===== config.mk =====
export PLATFORM = sky130hd
export DESIGN_NAME = fft_r22sdf_ctrl
export DESIGN_NICKNAME = d
export VERILOG_FILES = /design/src/rtl/fft_r22sdf_ctrl.sv
export SDC_FILE = /design/constraint.sdc
export NUM_CORES = 1
export LEC_CHECK = 0
export BUFFER_PORTS_ARGS = -buffer_cell sky130_fd_sc_hd__buf_2
export CORE_MARGIN = 2
export CORE_UTILIZATION = 35
export DETAILED_ROUTE_END_ITERATION = 6
export GPL_TIMING_DRIVEN = 0
export MAX_ROUTING_LAYER = met4
export PLACE_DENSITY = 0.55
export SYNTH_ARGS = -nofsm -noshare
export SYNTH_HDL_FRONTEND = slang
export SYNTH_SLANG_ARGS = --single-unit

===== constraint.sdc =====
create_clock -name clk_i -period 1.75 [get_ports clk_i]
set_input_delay 0.175 -clock clk_i [delete_from_list [all_inputs] [get_ports clk_i]]
set_output_delay 0.175 -clock clk_i [all_outputs]
set_load 0.01 [all_outputs]

===== src/rtl/fft_r22sdf_ctrl.sv =====
// Frame sequencer for an R2^2 SDF FFT pipeline: input framing, datapath reset, output tagging.
// Define FFT_R22SDF_CTRL_BITREV_EN to report idx_o as the bit-reversed (natural-order) bin number.
module fft_r22sdf_ctrl #(
  parameter int unsigned FFT_N     = 1024,
  parameter int unsigned FFT_NLOG2 = 10,
  parameter int unsigned PIPE_LAT  = 1033,
  parameter int unsigned PEND_W    = 4
) (
  input  logic                 clk_i,
  input  logic                 rst_n,
  input  logic                 start_i,
  input  logic                 valid_i,
  output logic                 ready_o,
  output logic                 dp_rst_n_o,
  output logic [FFT_NLOG2-1:0] cnt_o,
  output logic                 valid_o,
  output logic                 sof_o,
  output logic                 eof_o,
  output logic [FFT_NLOG2-1:0] idx_o,
  output logic                 busy_o,
  output logic                 err_o
);

  localparam int unsigned          LAT_W    = $clog2(PIPE_LAT);
  localparam logic [FFT_NLOG2-1:0] CNT_LAST = FFT_NLOG2'(FFT_N - 1);
  localparam logic [FFT_NLOG2-1:0] C_ONE    = FFT_NLOG2'(1);
  localparam logic [PEND_W-1:0]    P_ONE    = PEND_W'(1);
  localparam logic [LAT_W-1:0]     LAT_LOAD = LAT_W'(PIPE_LAT - 2);

  typedef enum logic [2:0] {S_IDLE, S_DPRST, S_RUN, S_DRAIN, S_ERR} state_t;

  state_t               r_state;
  logic                 r_ready;
  logic                 r_dp_rst_n;
  logic [FFT_NLOG2-1:0] r_cnt;
  logic                 r_first;
  logic                 r_busy;
  logic                 r_err;
  logic [PEND_W-1:0]    r_pend;
  logic [LAT_W-1:0]     r_lat;
  logic                 r_lat_run;
  logic                 r_oval;
  logic [FFT_NLOG2-1:0] r_ocnt;
  logic                 r_sof;
  logic                 r_eof;
  logic [FFT_NLOG2-1:0] r_idx;

  logic                 w_accept;
  logic                 w_last_in;
  logic                 w_lat_hit;
  logic                 w_out_stop;
  logic [PEND_W-1:0]    w_pend_n;
  logic                 w_oval_n;
  logic [FFT_NLOG2-1:0] w_ocnt_n;
  logic [FFT_NLOG2-1:0] w_idx_n;

`ifdef FFT_R22SDF_CTRL_BITREV_EN
  function automatic logic [FFT_NLOG2-1:0] f_bitrev(input logic [FFT_NLOG2-1:0] v);
    logic [FFT_NLOG2-1:0] r;
    r = '0;
    for (int unsigned b = 0; b < FFT_NLOG2; b++) r[b] = v[FFT_NLOG2-1-b];
    return r;
  endfunction
  assign w_idx_n = f_bitrev(w_ocnt_n);
`else
  assign w_idx_n = w_ocnt_n;
`endif

  assign w_accept   = (r_state == S_RUN) && valid_i;
  assign w_last_in  = w_accept && (r_cnt == CNT_LAST);
  assign w_lat_hit  = r_lat_run && (r_lat == '0);
  // Output stops only once the input side has finished and the last pending frame leaves.
  assign w_out_stop = r_eof && (r_state == S_DRAIN) && (r_pend == P_ONE);

  always_comb begin
    w_pend_n = r_pend;
    if (w_last_in && !r_eof)      w_pend_n = r_pend + P_ONE;
    else if (!w_last_in && r_eof) w_pend_n = r_pend - P_ONE;
    w_oval_n = (r_oval && !w_out_stop) || w_lat_hit;
    w_ocnt_n = '0;
    if (w_oval_n && r_oval) w_ocnt_n = r_ocnt + C_ONE;
  end

  always_ff @(posedge clk_i) begin
    if (!rst_n) begin
      r_state    <= S_IDLE;
      r_ready    <= 1'b0;
      r_dp_rst_n <= 1'b0;
      r_cnt      <= '0;
      r_first    <= 1'b0;
      r_busy     <= 1'b0;
      r_err      <= 1'b0;
      r_pend     <= '0;
      r_lat      <= '0;
      r_lat_run  <= 1'b0;
      r_oval     <= 1'b0;
      r_ocnt     <= '0;
      r_sof      <= 1'b0;
      r_eof      <= 1'b0;
      r_idx      <= '0;
    end else begin
      r_pend <= w_pend_n;
      r_oval <= w_oval_n;
      r_ocnt <= w_ocnt_n;
      r_sof  <= w_oval_n && (w_ocnt_n == '0);
      r_eof  <= w_oval_n && (w_ocnt_n == CNT_LAST);
      r_idx  <= w_idx_n;
      if (r_lat_run) begin
        if (r_lat == '0) r_lat_run <= 1'b0;
        else             r_lat     <= r_lat - 1'b1;
      end

      case (r_state)
        S_IDLE: begin
          if (start_i) begin
            r_state <= S_DPRST;
            r_busy  <= 1'b1;
            r_err   <= 1'b0;
            r_cnt   <= '0;
            r_first <= 1'b1;
          end
        end
        S_DPRST: begin
          r_state    <= S_RUN;
          r_ready    <= 1'b1;
          r_dp_rst_n <= 1'b1;
        end
        S_RUN: begin
          if (!valid_i) begin
            r_state    <= S_ERR;
            r_ready    <= 1'b0;
            r_dp_rst_n <= 1'b0;
            r_err      <= 1'b1;
            r_cnt      <= '0;
            r_first    <= 1'b0;
            r_pend     <= '0;
            r_lat      <= '0;
            r_lat_run  <= 1'b0;
            r_oval     <= 1'b0;
            r_ocnt     <= '0;
            r_sof      <= 1'b0;
            r_eof      <= 1'b0;
            r_idx      <= '0;
          end else begin
            r_cnt <= r_cnt + C_ONE;
            if (r_first) begin
              r_first   <= 1'b0;
              r_lat     <= LAT_LOAD;
              r_lat_run <= 1'b1;
            end
            if ((r_cnt == CNT_LAST) && !start_i) begin
              r_state <= S_DRAIN;
              r_ready <= 1'b0;
            end
          end
        end
        S_DRAIN: begin
          if (w_out_stop) begin
            r_state    <= S_IDLE;
            r_busy     <= 1'b0;
            r_dp_rst_n <= 1'b0;
          end
        end
        S_ERR: begin
          r_state <= S_IDLE;
          r_busy  <= 1'b0;
        end
        default: begin
          r_state <= S_IDLE;
          r_busy  <= 1'b0;
        end
      endcase
    end
  end

  always_ff @(posedge clk_i) begin
    if (rst_n && w_last_in && !r_eof) assert (r_pend != '1);
  end

  assign ready_o    = r_ready;
  assign dp_rst_n_o = r_dp_rst_n;
  assign cnt_o      = r_cnt;
  assign valid_o    = r_oval;
  assign sof_o      = r_sof;
  assign eof_o      = r_eof;
  assign idx_o      = r_idx;
  assign busy_o     = r_busy;
  assign err_o      = r_err;

endmodule

* Word-level counts from Yosys, hierarchy flattened
Index checks and enable logic that the tools add are counted.
** Cells by class
- Add/sub/neg operators :: 5
- $mul :: 0
- Divide/modulo/power cells :: 0
- Magnitude comparators :: 0
- Eq/ne operators :: 10
- Shifts and indexed selects :: 0
- Muxes and demuxes :: 43
- Bitwise logic cells :: 1
- Reduce and logical (&&, ||, !) cells :: 30
** Operators by type and width (count)
- two-way mux 11 bit :: 5
- two-way mux 10 bit :: 5
- adder 10 x 1 -> 10 bit, second input constant :: 2
- equality test 10 bit, second input constant :: 2
- case mux 10 bit (2 select lines) :: 1
- two-way mux 1 bit :: 18
- two-way mux 4 bit :: 4
- logical AND 1 bit :: 12
- two-way mux 3 bit :: 4
- case mux 3 bit (4 select lines) :: 1
- AND reduction 3 bit :: 4
- zero test 11 bit :: 1
- subtractor 11 x 1 -> 11 bit, second input constant :: 1
- zero test 10 bit :: 1
- equality test 3 x 2 -> 1 bit, second input constant :: 2
- != test 2 bit, second input constant :: 3
- case mux 1 bit (2 select lines) :: 3
- case mux 1 bit (3 select lines) :: 2
- adder 4 x 1 -> 4 bit, second input constant :: 1
- equality test 4 x 1 -> 1 bit, second input constant :: 1
- zero test 1 bit :: 4
- AND reduction 2 bit :: 2
- nonzero test 2 bit :: 2
- subtractor 4 x 1 -> 4 bit, second input constant :: 1
- 7 further kinds :: 7
** Word-level totals
- Register bits after elaboration :: 47
- Latch bits :: 0
- RAM bits :: 0
- Bits in read-only memories :: 0
- Bits of input ports :: 4
- Output and inout bits :: 27
- Word-level logic and storage cells :: 103
- Memories :: 0

* Logic depth before layout (Yosys ltp)
- Depth after elaboration :: 12
- Gate-level depth with buffers :: 7
- Gate-level depth less buffers :: 7

* Worst setup path after synthesis
No wires, ideal clock.
- Path kind :: flip-flop to flip-flop
- Start point :: reg idx_o[0] (netlist name)
- End point :: reg r_sof, in the netlist sof_o
- Library setup time :: 0.070 ns
- Arrival time :: 1.881 ns
- Data required time :: 1.680 ns
- Setup slack :: -0.202 ns
- Stages on the path, launching flop included :: 7
- Buffers on the path :: 0
- Period minus slack after synthesis :: 1.952 ns
- Cell sequence :: dfxtp_1 > ha_1 > and4_1 > nand2_1 > a211o_1 > or4_1 > a21oi_1
** RTL lines
- end signal: assignment :: line 105 : r_sof <= w_oval_n && (w_ocnt_n == '0);
- end: declaration :: line 44 : logic r_sof;

==> qor.json <==
{
  "worst_setup_path": {
    "regToRegEndpoint": "sof_o",
    "rr_worst_depth": 6,
    "worst-endpoint-required_ns": 1.99,
    "critical_path.max_fanout": 5,
    "worstPathCellList": "ha_4, and4_4, nand2_1, a211o_1, or4_4, a21oi_2",
    "r2r_slack_ns": 0.003,
    "timing.critical_path.arrival_ns": 1.99,
    "cpPeakStageDelay_ns": 0.48,
    "timing.critical_path.max_delay_family": "simple AND/OR/NAND/NOR gates",
    "critical_path.endpoint_type": "register",
    "critical_path.n_buffers_inverters": 0,
    "rr_startpoint": "idx_o[0]",
    "cp-start-kind": "register",
    "cell_type_of_the_slowest_stage_on_the_worst_timing_path": "sky130_fd_sc_hd__or4_4",
    "criticalPathCategory": "reg -> reg"
  },
  "clock_tree": {
    "number_of_buffers_added_to_fix_hold_violations_after_cts": 0,
    "worstSkewPairLatency_ns": 0.31,
    "clock-root-buffer": "sky130_fd_sc_hd__clkbuf_8",
    "htree_num_levels": 2,
    "tritoncts": "yes",
    "cts_sinks": 47,
    "cts.reportedPaths.clkPinSlew_ns": 0.10,
    "tritoncts.num_buffers": 5,
    "cts-root-to-sink-buffers": 2
  },
  "power": {
    "pwr_density_cell_nw_per_um2": 709,
    "p_leak_nw": 1.18,
    "irDropWorstVdd_uv": 360,
    "post-layout-total-power_mw": 2.22
  },
  "placement": {
    "post-place-ws_ns": -0.196,
    "place.detailed.instances": 402,
    "dpl.hpwl_um": 3740,
    "place.gp.congestion": 0.781,
    "dpl-instance-area_um2": 2670,
    "buffer_ports.inserted": 30
  },
  "sta": {
    "timing.clock.skew_ns": 0.0104,
    "slew_violations": 0,
    "fmax_mhz": 572,
    "rsz_0062_raised_after_global_routing": "yes",
    "fin_crit_sh_pct": 99.8,
    "post_route_hold_slack_ns": 0.154,
    "shortest_period_the_worst_path_allows_ns": 1.75,
    "count_of_endpoints_failing_hold_in_the_final_timing_report": 0,
    "crit_path_setup_slack_layout_ns": 0.00294,
    "fin_tns_setup_ns": 0,
    "finalSetupViolCount": 0,
    "worst-slew-pin-transition_ns": 0.590,
    "slew-limit-headroom_pct": 60.2
  },
  "yosys": {
    "synth_area_um2": 2400,
    "syn_inst": 292,
    "synth.ff_latch_count": 47,
    "synth.lib_cells_used.distinct": 49,
    "yosysSeqAreaShare_pct": 39.3,
    "synth_top_area_share_pct": 39.3,
    "postSynth.asyncResetShare_pct": 0,
    "post-synth-top-count-cell": "sky130_fd_sc_hd__nor2_1",
    "synthTopCellsByArea": "sky130_fd_sc_hd__dfxtp_1, sky130_fd_sc_hd__nor2_1, sky130_fd_sc_hd__nand2_1, sky130_fd_sc_hd__a21oi_1, sky130_fd_sc_hd__ha_1",
    "synth_area_per_cell_um2": 8.21,
    "synth_warnings": 0,
    "synth_fp_nets": 303,
    "synth_edf_count": 0,
    "post-synth-top-area-cell": "sky130_fd_sc_hd__dfxtp_1",
    "synth.cells.most_frequent": "sky130_fd_sc_hd__nor2_1, sky130_fd_sc_hd__dfxtp_1, sky130_fd_sc_hd__nand2_1",
    "synth-main-ff-cell": "sky130_fd_sc_hd__dfxtp_1"
  },
  "floorplanning": {
    "die_y_um": 86.7,
    "placement_rows": 30,
    "initial_util_pct": 35.7,
    "io_pins": 31,
    "core-area_um2": 6720,
    "die_x_um": 86.7,
    "die_area_um2": 7520
  },
  "min_path": {
    "worst_hold_startpoint": "valid_i",
    "timing.hold.worst.class": "in -> reg",
    "hold_path_end": "r_state[2]",
    "worstHoldPathCells": 2
  },
  "routing": {
    "routed-via-count": 2260,
    "detail_route.drc_violations": 0,
    "detail-route-antenna-nets": 0,
    "routed_wl_um": 5760,
    "routed_wire_length_per_instance_um": 13.4,
    "avgViaCountPerCell": 5.28,
    "dr.first_iter.drc_count": 92,
    "drt_pre_antenna_iters": 4
  },
  "cells_and_area": {
    "post_route_cells_drive_above_1_share_pct": 30.7,
    "syn2layout_area_growth_pct": 30.9,
    "postLayoutCellArea_um2": 3140,
    "final_non_filler_cell_total": 428,
    "finish.utilization_pct": 46.7,
    "nets": 358,
    "n_antenna_cell": 0,
    "fillCellCount": 661
  },
  "grt": {
    "grt_overflow_total": 0,
    "grt_first_pass_wirelength_um": 9230,
    "first_global_vias": 2007,
    "grt_use_total_pct": 15.4,
    "maximum_number_of_pins_on_one_net_before_global_route_repair": 16,
    "antenna_found_initial": 0
  },
  "run": {
    "cap_viol_max_count": 0
  },
  "outcome": {
    "outcome": "complete, no violations"
  }
}
## where the power goes
| part | total [mW] | leakage (nW) | internal (mW) | switching (mW) |
|---|---|---|---|---|
| clock network | 0.906 | 0.0626 | 0.513 | 0.393 |
| registers | 1.11 | 0.389 | 1.09 | 0.0240 |
| logic | 0.206 | 0.728 | 0.0836 | 0.123 |
| total | 2.22 | 1.18 | 1.68 | 0.540 |
## worst max-delay path by stage
stage                endpoint       start  depth (start not counted)  slack [ns]
floorplan           r_pend[3]    cnt_o[0]                          6      0.0008
global placement     idx_o[2]  r_state[2]                          5       -0.18
detailed placement  r_pend[3]    cnt_o[0]                          6       -0.20
CTS                     sof_o    idx_o[0]                          6      -0.005
global route            eof_o    r_lat[1]                          9       -0.08
finish                  sof_o    idx_o[0]                          6       0.003
## worst register-to-register path: stages, from the launching register on
cell                      delay, ns
sky130_fd_sc_hd__dfxtp_4       0.38
sky130_fd_sc_hd__ha_4          0.15
sky130_fd_sc_hd__and4_4        0.23
sky130_fd_sc_hd__nand2_1       0.06
sky130_fd_sc_hd__a211o_1       0.26
sky130_fd_sc_hd__or4_4         0.48
sky130_fd_sc_hd__a21oi_2       0.13
## final cells by class
class | count | area (um2) | area share [%]
Buffer | 9 | 55.1 | 1.76
Clock buffer | 6 | 93.8 | 2.99
Clock inverter | 2 | 37.5 | 1.20
Inverter | 8 | 30.0 | 0.957
Multi-Input combinational cell | 227 | 1550 | 49.5
Sequential cell | 47 | 971 | 31.0
Tap cell | 80 | 100 | 3.19
Timing Repair Buffer | 49 | 297 | 9.45
## sequential cells by signal (all words and copies together) (netlist names)
signal,flops
ready_o,1
r_first,1
r_pend,4
r_state,3
cnt_o,10
err_o,1
dp_rst_n_o,1
busy_o,1
valid_o,1
sof_o,1
eof_o,1
r_lat,11
idx_o,10
r_lat_run,1
## cell usage in the layout, fill, tap and decap left out, drive strengths merged, types with 3 or more instances in the layout
| cell type | Yosys | final |
|---|---|---|
| a211oi | 6 | 6 |
| a21oi | 20 | 20 |
| a311oi | 4 | 4 |
| a31oi | 3 | 3 |
| and4 | 4 | 4 |
| buf | 4 | 52 |
| clkbuf | 6 | 12 |
| dfxtp | 47 | 47 |
| ha | 7 | 7 |
| inv | 8 | 8 |
| nand2 | 27 | 27 |
| nand2b | 6 | 6 |
| nand3 | 14 | 14 |
| nand4 | 6 | 6 |
| nor2 | 51 | 51 |
| nor3 | 9 | 9 |
| nor3b | 3 | 3 |
| nor4 | 5 | 5 |
| o21ai | 12 | 12 |
| xnor2 | 8 | 8 |
| xor2 | 10 | 10 |
## routing by layer
metal | share of wire [%] | GRT usage [%] | vias to the layer above
met5 | 0 | - | -
met4 | 1.1 | 4.26 | 0
met3 | 3.4 | 2.86 | 5
met2 | 47 | 23.0 | 38
met1 | 49 | 21.4 | 1070
li1 | - | - | 1147
## kinds of logic (layout without fill, tap and decap cells)
kind of cell               count (synthesis)  after routing  synth area share (%)
buffers and inverters                     18             74                  2.98
adders and majority gates                  7              7                  3.66
AOI/OAI and AO/OA                         56             56                  14.7
and+or+nand+nor                          143            143                  31.5
xor gates and xnor gates                  18             18                  6.58
DFF                                       47             47                  39.3
muxes                                      3              3                  1.31
## timing repair
| item | in CTS | in global routing |
|---|---|---|
| gates resized for setup | 32 | 22 |
| setup buffers | 15 | 3 |
| pin swaps | 8 | 7 |
| endpoints found under the setup margin | 16 | 23 |
| cloned | 1 | 0 |
Power figures use the tool's default switching activity.
